--- src/rtl/sweep_sequencer_pkg.sv ---
// Shared types and grid defaults for the generation sequencer.
package sweep_sequencer_pkg;

   localparam int X_BITS_DEF = 8;
   localparam int Y_BITS_DEF = 7;
   localparam int X_DIM_DEF  = 160;
   localparam int Y_DIM_DEF  = 120;

   typedef enum logic [1:0] {
      MODE_RUN     = 2'd0,
      MODE_PAUSE   = 2'd1,
      MODE_STEP    = 2'd2,
      MODE_FREERUN = 2'd3
   } sweep_mode_e;

   typedef enum logic [1:0] {
      ST_IDLE  = 2'd0,
      ST_SWEEP = 2'd1,
      ST_DONE  = 2'd2
   } sweep_state_e;

endpackage

--- src/rtl/sweep_sequencer_raster_counter.sv ---
// Raster-order (x,y) location counter; wraps or saturates at the last cell.
module raster_counter #(
   parameter int X_BITS   = 8,
   parameter int Y_BITS   = 7,
   parameter int X_DIM    = 160,
   parameter int Y_DIM    = 120,
   parameter bit SATURATE = 1'b0
) (
   input  logic              clk,
   input  logic              rst_n,
   input  logic              en,
   input  logic              clr,
   output logic [X_BITS-1:0] x,
   output logic [Y_BITS-1:0] y,
   output logic              wrap
);

   localparam logic [X_BITS-1:0] X_LAST = X_BITS'(X_DIM - 1);
   localparam logic [Y_BITS-1:0] Y_LAST = Y_BITS'(Y_DIM - 1);

   logic [X_BITS-1:0] x_q, x_d;
   logic [Y_BITS-1:0] y_q, y_d;

   // wrap is a level: the counter currently addresses the final cell
   assign wrap = (x_q == X_LAST) && (y_q == Y_LAST);
   assign x    = x_q;
   assign y    = y_q;

   always_comb begin
      x_d = x_q;
      y_d = y_q;
      if (clr) begin
         x_d = '0;
         y_d = '0;
      end else if (en) begin
         if (x_q != X_LAST) begin
            x_d = x_q + X_BITS'(1);
         end else if (y_q != Y_LAST) begin
            x_d = '0;
            y_d = y_q + Y_BITS'(1);
         end else if (!SATURATE) begin
            x_d = '0;
            y_d = '0;
         end
      end
   end

   always_ff @(posedge clk or negedge rst_n) begin
      if (!rst_n) begin
         x_q <= '0;
         y_q <= '0;
      end else begin
         x_q <= x_d;
         y_q <= y_d;
      end
   end

endmodule

--- src/rtl/sweep_sequencer.sv ---
// Generation sequencer: game tick, raster sweep of the environment grid and
// the view/write location pair, with run/pause/step/free-run control.
module sweep_sequencer
   import sweep_sequencer_pkg::*;
#(
   parameter int X_BITS      = X_BITS_DEF,
   parameter int Y_BITS      = Y_BITS_DEF,
   parameter int X_DIM       = X_DIM_DEF,
   parameter int Y_DIM       = Y_DIM_DEF,
   parameter int LEAD        = 2,
   parameter int FACTOR_BITS = 26,
   parameter int GEN_BITS    = 16
) (
   input  logic                   clk,
   input  logic                   RESET_N,
   input  logic                   SETUP_MODE,
   input  logic [1:0]             mode,
   input  logic                   step_req,
   input  logic [FACTOR_BITS-1:0] factor,
   input  logic                   env_ready,
   output logic [X_BITS-1:0]      view_x,
   output logic [Y_BITS-1:0]      view_y,
   output logic [X_BITS-1:0]      write_x,
   output logic [Y_BITS-1:0]      write_y,
   output logic                   write_flag,
   output logic                   game_tick,
   output logic                   sweep_busy,
   output logic [GEN_BITS-1:0]    gen_count,
   output logic                   overrun
);

   localparam int CELLS  = X_DIM * Y_DIM;
   localparam int A_BITS = $clog2(CELLS + LEAD + 1);

   sweep_state_e           state_q, state_d;
   logic [A_BITS-1:0]      a_q, a_d;
   logic [FACTOR_BITS-1:0] timer_q, timer_d;
   logic [GEN_BITS-1:0]    gen_q, gen_d;
   logic                   ovr_q, ovr_d;
   logic                   tick_q, tick_d;

   sweep_mode_e            mode_e;
   logic [FACTOR_BITS-1:0] tick_lim;
   logic                   sweeping, is_idle, write_on, timer_evt, launch;
   logic                   view_en, ptr_clr, view_last, write_last;

   assign mode_e   = sweep_mode_e'(mode);
   assign sweeping = (state_q == ST_SWEEP);
   assign is_idle  = (state_q == ST_IDLE);
   assign tick_lim = (factor == '0) ? '0 : factor - FACTOR_BITS'(1);

   // Writes begin once the view pointer is LEAD cells ahead
   if (LEAD == 0) begin : g_no_lead
      assign write_on = 1'b1;
   end else begin : g_lead
      assign write_on = (a_q >= A_BITS'(LEAD));
   end

   assign write_flag = sweeping & write_on & env_ready & ~SETUP_MODE;
   assign view_en    = sweeping & env_ready & ~SETUP_MODE & ~view_last;
   assign ptr_clr    = SETUP_MODE | (state_q == ST_DONE);

   raster_counter #(
      .X_BITS(X_BITS), .Y_BITS(Y_BITS), .X_DIM(X_DIM), .Y_DIM(Y_DIM), .SATURATE(1'b1)
   ) u_view (
      .clk(clk), .rst_n(RESET_N), .en(view_en), .clr(ptr_clr),
      .x(view_x), .y(view_y), .wrap(view_last)
   );

   raster_counter #(
      .X_BITS(X_BITS), .Y_BITS(Y_BITS), .X_DIM(X_DIM), .Y_DIM(Y_DIM), .SATURATE(1'b0)
   ) u_write (
      .clk(clk), .rst_n(RESET_N), .en(write_flag), .clr(ptr_clr),
      .x(write_x), .y(write_y), .wrap(write_last)
   );

   always_comb begin
      state_d   = state_q;
      a_d       = a_q;
      timer_d   = timer_q;
      gen_d     = gen_q;
      ovr_d     = ovr_q;
      tick_d    = 1'b0;
      timer_evt = 1'b0;
      launch    = 1'b0;

      // >= rather than == so a lowered factor cannot strand the timer
      unique case (mode_e)
         MODE_RUN: begin
            if (timer_q >= tick_lim) begin
               timer_d   = '0;
               timer_evt = 1'b1;
            end else begin
               timer_d = timer_q + FACTOR_BITS'(1);
            end
         end
         MODE_PAUSE: timer_d = timer_q;
         default:    timer_d = '0;
      endcase

      unique case (mode_e)
         MODE_RUN:     launch = timer_evt;
         MODE_STEP:    launch = step_req & is_idle;
         MODE_FREERUN: launch = is_idle;
         default:      launch = 1'b0;
      endcase

      if ((mode_e == MODE_RUN) && timer_evt && !is_idle) ovr_d = 1'b1;

      unique case (state_q)
         ST_IDLE: begin
            if (launch) begin
               state_d = ST_SWEEP;
               a_d     = '0;
               tick_d  = 1'b1;
            end
         end
         ST_SWEEP: begin
            if (env_ready) begin
               if (write_flag && write_last) begin
                  state_d = ST_DONE;
                  a_d     = '0;
               end else begin
                  a_d = a_q + A_BITS'(1);
               end
            end
         end
         ST_DONE: begin
            gen_d   = gen_q + GEN_BITS'(1);
            state_d = ST_IDLE;
         end
         default: state_d = ST_IDLE;
      endcase

      if (SETUP_MODE) begin
         state_d = ST_IDLE;
         a_d     = '0;
         timer_d = '0;
         gen_d   = '0;
         ovr_d   = 1'b0;
         tick_d  = 1'b0;
      end
   end

   always_ff @(posedge clk or negedge RESET_N) begin
      if (!RESET_N) begin
         state_q <= ST_IDLE;
         a_q     <= '0;
         timer_q <= '0;
         gen_q   <= '0;
         ovr_q   <= 1'b0;
         tick_q  <= 1'b0;
      end else begin
         state_q <= state_d;
         a_q     <= a_d;
         timer_q <= timer_d;
         gen_q   <= gen_d;
         ovr_q   <= ovr_d;
         tick_q  <= tick_d;
      end
   end

   assign game_tick  = tick_q;
   assign sweep_busy = sweeping;
   assign gen_count  = gen_q;
   assign overrun    = ovr_q;

endmodule
--- config.mk ---
export PLATFORM = sky130hd
export DESIGN_NAME = sweep_sequencer
export DESIGN_NICKNAME = d
export VERILOG_FILES = /design/src/rtl/sweep_sequencer_pkg.sv /design/src/rtl/sweep_sequencer_raster_counter.sv /design/src/rtl/sweep_sequencer.sv
export SDC_FILE = /design/constraint.sdc
export NUM_CORES = 1
export LEC_CHECK = 0
export CAP_MARGIN = 5
export CORE_MARGIN = 2
export CORE_UTILIZATION = 56
export CTS_CLUSTER_SIZE = 12
export DETAILED_ROUTE_END_ITERATION = 8
export PLACE_DENSITY = 0.81
export SLEW_MARGIN = 0
export SYNTH_ARGS = -nofsm -noshare
export SYNTH_HDL_FRONTEND = slang
export SYNTH_SLANG_ARGS = --single-unit
export TNS_END_PERCENT = 30
--- constraint.sdc ---
create_clock -name clk -period 3.4 [get_ports clk]
set_clock_uncertainty 0.1 [all_clocks]
set_input_delay 0.85 -clock clk [delete_from_list [all_inputs] [get_ports clk]]
set_output_delay 0.85 -clock clk [all_outputs]
set_load 0.01 [all_outputs]
* Word-level counts from Yosys, hierarchy flattened
Cells that the tools add are included.
Cells by class: $add $sub $neg 8, magnitude comparators 2, eq/ne operators 19, multiplexer cells 39, bitwise gates (word level) 10, reduce and logical (&&, ||, !) cells 21
Operator list (number):
- 26-bit 2-to-1 mux | 3
- 15-bit 2-to-1 mux | 4
- 7-bit 2-to-1 mux | 8
- 8-bit 2-to-1 mux | 7
- 26-bit one-hot mux with 2 select lines | 1
- 16-bit 2-to-1 mux | 2
- 15-bit one-hot mux with 2 select lines | 1
- 26-bit by 1-bit adder with 26-bit output, second input constant | 1
- 26-bit >= comparator | 1
- 26-bit zero test | 1
- 26-bit by 1-bit subtractor with 26-bit output, second input constant | 1
- 16-bit by 1-bit adder with 16-bit output, second input constant | 1
- 8-bit by 1-bit adder with 8-bit output, second input constant | 2
- 8-bit == test, second input constant | 2
- 8-bit != test, second input constant | 2
- 15-bit by 1-bit adder with 15-bit output, second input constant | 1
- 15-bit by 2-bit >= comparator with 1-bit output, second input constant | 1
- 7-bit by 1-bit adder with 7-bit output, second input constant | 2
- 7-bit == test, second input constant | 2
- 7-bit != test, second input constant | 2
- 2-bit nonzero test | 5
- 3-bit AND reduction | 3
- 2-bit 2-to-1 mux | 4
- 1-bit AND | 7
- 15 further kinds | 35
Word-level totals: flip-flop bits (word level) 91

* Depth between registers and ports, before layout
depth after elaboration 9, gate-level depth with buffers 19, mapped depth without buffers 16

* Cells and area by module
From an unflattened synthesis, not the netlist that was laid out.
Second synthesis, totals: cells, all modules 713, area, all modules 6243.5 um2
Modules (own cells, without submodules):
- sweep_sequencer | instances 1, cells an instance 535, area an instance 4471.8 um2, seq. area each 1526.5 um2
- raster_counter (u_view) | instances 1, cells an instance 93, area an instance 917.1 um2, seq. area each 375.4 um2
- raster_counter (u_write) | instances 1, cells an instance 85, area an instance 854.6 um2, seq. area each 375.4 um2

* Worst setup path after synthesis
OpenSTA, ideal clock, no wires.
path kind in2reg, from input port factor[5], to register timer_q[23], setup time 0.079 ns, data arrival time 4.704 ns, setup slack -1.483 ns, stages on the path 18, cell sequence or4_4 -> nor4_4 -> nor3b_4 -> nand2_2 -> or4_4 -> nand2b_4 -> buf_6 -> nand2_1 -> ha_1 -> a21oi_1 -> o21ai_0 -> a221oi_1 -> and3_1 -> and4_1 -> clkbuf_1 -> clkbuf_1 -> nand3_1 -> mux2i_1
On the way: longest elaborated chain between the ends 6, elaborated cells on any way between the ends 7
RTL lines:
- start, declared | line sweep_sequencer.sv:19 | input logic [FACTOR_BITS-1:0] factor,
- 26-bit by 1-bit subtractor with 26-bit output / 26-bit zero test (equally long branches) | line sweep_sequencer.sv:50 | assign tick_lim = (factor == '0) ? '0 : factor - FACTOR_BITS'(1);
- 26-bit 2-to-1 mux * | line sweep_sequencer.sv:50
- 26-bit >= comparator * | line sweep_sequencer.sv:90 | if (timer_q >= tick_lim) begin
- 26-bit 2-to-1 mux * | line sweep_sequencer.sv:90
- 26-bit one-hot mux with 2 select lines * | line sweep_sequencer.sv:88 | unique case (mode_e)
- 26-bit 2-to-1 mux * | line sweep_sequencer.sv:135 | if (SETUP_MODE) begin
- end signal, assigned | line sweep_sequencer.sv:156 | timer_q <= timer_d;
- end, declared | line sweep_sequencer.sv:37 | logic [FACTOR_BITS-1:0] timer_q, timer_d;
Mark *: on every way between the ends. The rest lies on a longest branch, timed or not. A chain may end at the register's enable or synchronous reset.

* Worst setup path after layout
from input port factor[5], to register a_q[9]
On the way: longest elaborated chain between the ends 8, elaborated cells on any way between the ends 9
RTL lines:
- 26-bit by 1-bit subtractor with 26-bit output / 26-bit zero test (equally long branches) | line sweep_sequencer.sv:50
- 26-bit 2-to-1 mux * | line sweep_sequencer.sv:50
- 26-bit >= comparator * | line sweep_sequencer.sv:90
- 1-bit 2-to-1 mux * | line sweep_sequencer.sv:90
- 1-bit 2-to-1 mux * | line sweep_sequencer.sv:88
- 1-bit one-hot mux with 3 select lines * | line sweep_sequencer.sv:101 | unique case (mode_e)
- 3-bit by 2-bit != test with 1-bit output (no line) *
- 3-bit AND reduction (no line) *
- end signal, assigned | line sweep_sequencer.sv:148 | a_q <= '0;
- end signal, assigned | line sweep_sequencer.sv:155 | a_q <= a_d;
- end, declared | line sweep_sequencer.sv:36 | logic [A_BITS-1:0] a_q, a_d;
Marked as above.

==> flow_summary.yaml <==
route:
  dr.first_iter.drc_count: 491
  wl_per_cell_um: 16.81
  drt_wl_total_um: 16910
  ant_nets: 0
  dr.pass1.iters: 8
  via_per_inst: 5.948
  vias: 5984
  remaining_drc_errors: 0
sta:
  period_needed_ns: 4.615
  hold_violations: 0
  relSlewSlack_pct: 56.23
  finalSetupViolCount: 45
  fin_crit_sh_pct: 135.7
  tightestPinTransition_ns: 0.6565
  maxSlewViolCount: 0
  fin_ws_ns: -1.215
  rsz0062_at_grt: "true"
  fmax_mhz: 216.7
layout:
  final_core_util_pct: 79.02
  nets: 933
  drive_gt1_share_pct: 20.57
  antenna_cells: 0
  area.growth.synth_to_final_pct: 36.52
power:
  p_sw_mw: 0.5705
  p_per_area_nw_per_um2: 267.1
  swShare_pct: 26.06
  clock_power_share_pct: 35.7
  intPower_mw: 1.618
  p_leak_nw: 3.716
  ir_drop_mv: 0.2655
  seqPwrFrac_pct: 49.8
  power_frac_comb_pct: 14.5
critical_path:
  worstSetupStartpointType: "input port"
  critPathArrivalTime_ns: 4.77
  crit_type: "in -> reg"
  required_ns: 3.56
  end_kind: "flip-flop"
  reg2regPathDepth: 8
  crit_path_max_fanout: 6
global_routing:
  grt_pass1_vias: 5957
  grt.overflow.total: 0
  grtUsageTotal_pct: 30.10
  grt_pass1_wl_um: 28050
  grt_max_degree: 52
  grt_antenna_before_repair: 0
cts:
  clk_latency_ns: 0.38
  numClockSinks: 91
  cts-root-buf: "clkbuf_8"
  clkSlewWorstSetupHoldPaths_ns: 0.09
  postCtsHoldBufs: 0
  cts_tree: "done"
  htreeDepth: 3
  cts_buffers: 9
  clock_path_buffers: 2
placed_design:
  port_buffers: 82
  place_congestion: 0.8767
  hpwlAfterDp_um: 11810
  pre_cts_ws_ns: -1.956
logic_synthesis:
  syn_area_um2: 6002
  syn_avg_cell_area_um2: 8.550
  synth_nets: 770
  ys_ff_latch: 91
  async_reset_ff_share_pct: 100.0
  syn_inst: 702
  ys.flop_type: "dfrtp_1"
  ys_seq_area_share_pct: 37.94
  synth_cell_types: 60
  synth-edff-count: 0
  yosys_warnings: 0
outcome:
  violations: "setup timing"
  run_status: "finished with violations"
floorplan:
  core-area_um2: 10370
  pin_count: 83
  die_area_um2: 11560
  die_width_um: 107.5
  num_rows: 37
  start_util_pct: 57.88
  die_y_um: 107.5
hold_path:
  min_path_type: "in -> async"
job:
  maxCapViolCount: 0
[flip-flops by register name, indices dropped and copies added (netlist names)]
name	flops
a_q	15
u_view.y	7
gen_count	16
state_q	2
u_view.x	8
game_tick	1
u_write.y	7
u_write.x	8
timer_q	26
overrun	1
[what timing repair did]
item,CTS,global route
pin swaps,44,13
setup buffers,11,3
resized for setup,77,9
gates cloned,4,0
endpoints found under the setup margin,45,45
[power groups by stage]
| stage | combinational, mW | sequential, mW | clock [mW] |
|---|---|---|---|
| 3_3_place_gp | 0.266 | 1.11 | 0 |
| 5_1_grt | 0.344 | 1.09 | 0.834 |
| 3_5_place_dp | 0.276 | 1.11 | 0 |
| 4_1_cts | 0.317 | 1.09 | 0.791 |
| 6_report | 0.317 | 1.09 | 0.782 |
| 2_1_floorplan | 0.126 | 1.11 | 0 |
[cells in the final DEF, fill, tap and decap left out, types with 11 or more instances in the layout]
master           instances
nand2_1                 98
dfrtp_1                 91
nor2_1                  89
buf_4                   78
clkdlybuf4s50_1         73
nand3_1                 44
xor2_1                  39
a21oi_1                 32
ha_1                    29
inv_1                   19
and3_1                  18
nand4_1                 16
mux2i_1                 16
xnor2_1                 15
nor3_1                  11
a22o_1                  11
clkbuf_8                11
[per-layer routing]
metal | part of all wire (%) | vias up | GRT usage, %
met5 | 0 | - | 0
met3 | 5.8 | 34 | 5.811
met4 | 1.6 | 0 | 9.341
met1 | 41 | 2903 | 37.70
li1 | - | 2821 | -
met2 | 52 | 226 | 52.38
[metrics by stage]
step	total power, mW	TNS, ns	hold slack, ns	std cells	area (um2)
6_report	2.189	-49.38	0.3936	1006	8194
5_1_grt	2.269	-56.56	0.4159	1006	8194
4_1_cts	2.199	-43.96	0.3985	1004	8165
3_5_place_dp	1.388	-81.05	0.3810	975	7612
3_3_place_gp	1.377	-74.27	0.3668	975	7612
2_1_floorplan	1.236	-48.96	0.3518	702	6153
[synth_stat cells (5+ instances only)]
cell      count  area [um2]
nor4_1        8       50.05
nand3_1      47       235.2
xor2_1       39       341.6
nand2_1     105       394.1
o311ai_0      6       52.55
nor2_1       91       341.6
a21oi_1      42       210.2
inv_1        19       71.32
and2_1        5       31.28
o21ai_0      14       70.07
ha_1         35       437.9
nor2b_1       5       31.28
and3_1       18       112.6
nand2b_1      6       37.54
or3_1         8       50.05
mux2i_1      16       160.2
clkbuf_1     16       60.06
nor3_1       15       75.07
xnor2_1      15       131.4
nand4_1      16       100.1
dfrtp_1      91        2277
a21o_1        9       67.56
a22o_1       11       96.34
[worst max-delay path, cell delays in order]
cell	delay, ns
buf_6	0.09
or4_4	0.55
nor4_4	0.25
nor3b_4	0.28
nand2_2	0.08
or4_4	0.48
nand2b_2	0.29
nand2_2	0.12
ha_4	0.14
nand4_1	0.18
nor3_4	0.29
a221oi_4	0.12
a311oi_4	0.40
o31ai_4	0.14
buf_12	0.15
buf_12	0.12
a21oi_1	0.13
mux2i_1	0.08
[cells by family after synthesis]
group / Yosys count / synth area share [%]
simple gates: 356 / 29.25
xor+xnor: 54 / 7.880
compound gates: 110 / 12.20
flops: 91 / 37.94
mux: 16 / 2.668
buf+inv: 40 / 2.772
fa+ha+maj: 35 / 7.296
[final timing paths]
path | slack (ns) | end | start
worst min-delay path | 0.39 | gen_count[12] | RESET_N
max in group asynchronous | 2.03 | timer_q[22] | RESET_N
min in group clk | 0.40 | a_q[14] | a_q[14]
worst max register to register | 0.36 | timer_q[24] | timer_q[0]
worst min register to register | 0.40 | a_q[14] | a_q[14]
worst max-delay path | -1.21 | a_q[9] | factor[5]
[cell type report]
type | count | area [um2]
Clock inverter | 5 | 60.06
Sequential cell | 91 | 2277
Timing Repair Buffer | 169 | 1523
Fill cell | 719 | 2176
Tap cell | 136 | 170.2
Clock buffer | 11 | 151.4
Inverter | 20 | 75.07
Multi-Input combinational cell | 574 | 3938
No activity file was read; power rests on OpenSTA's default activity.
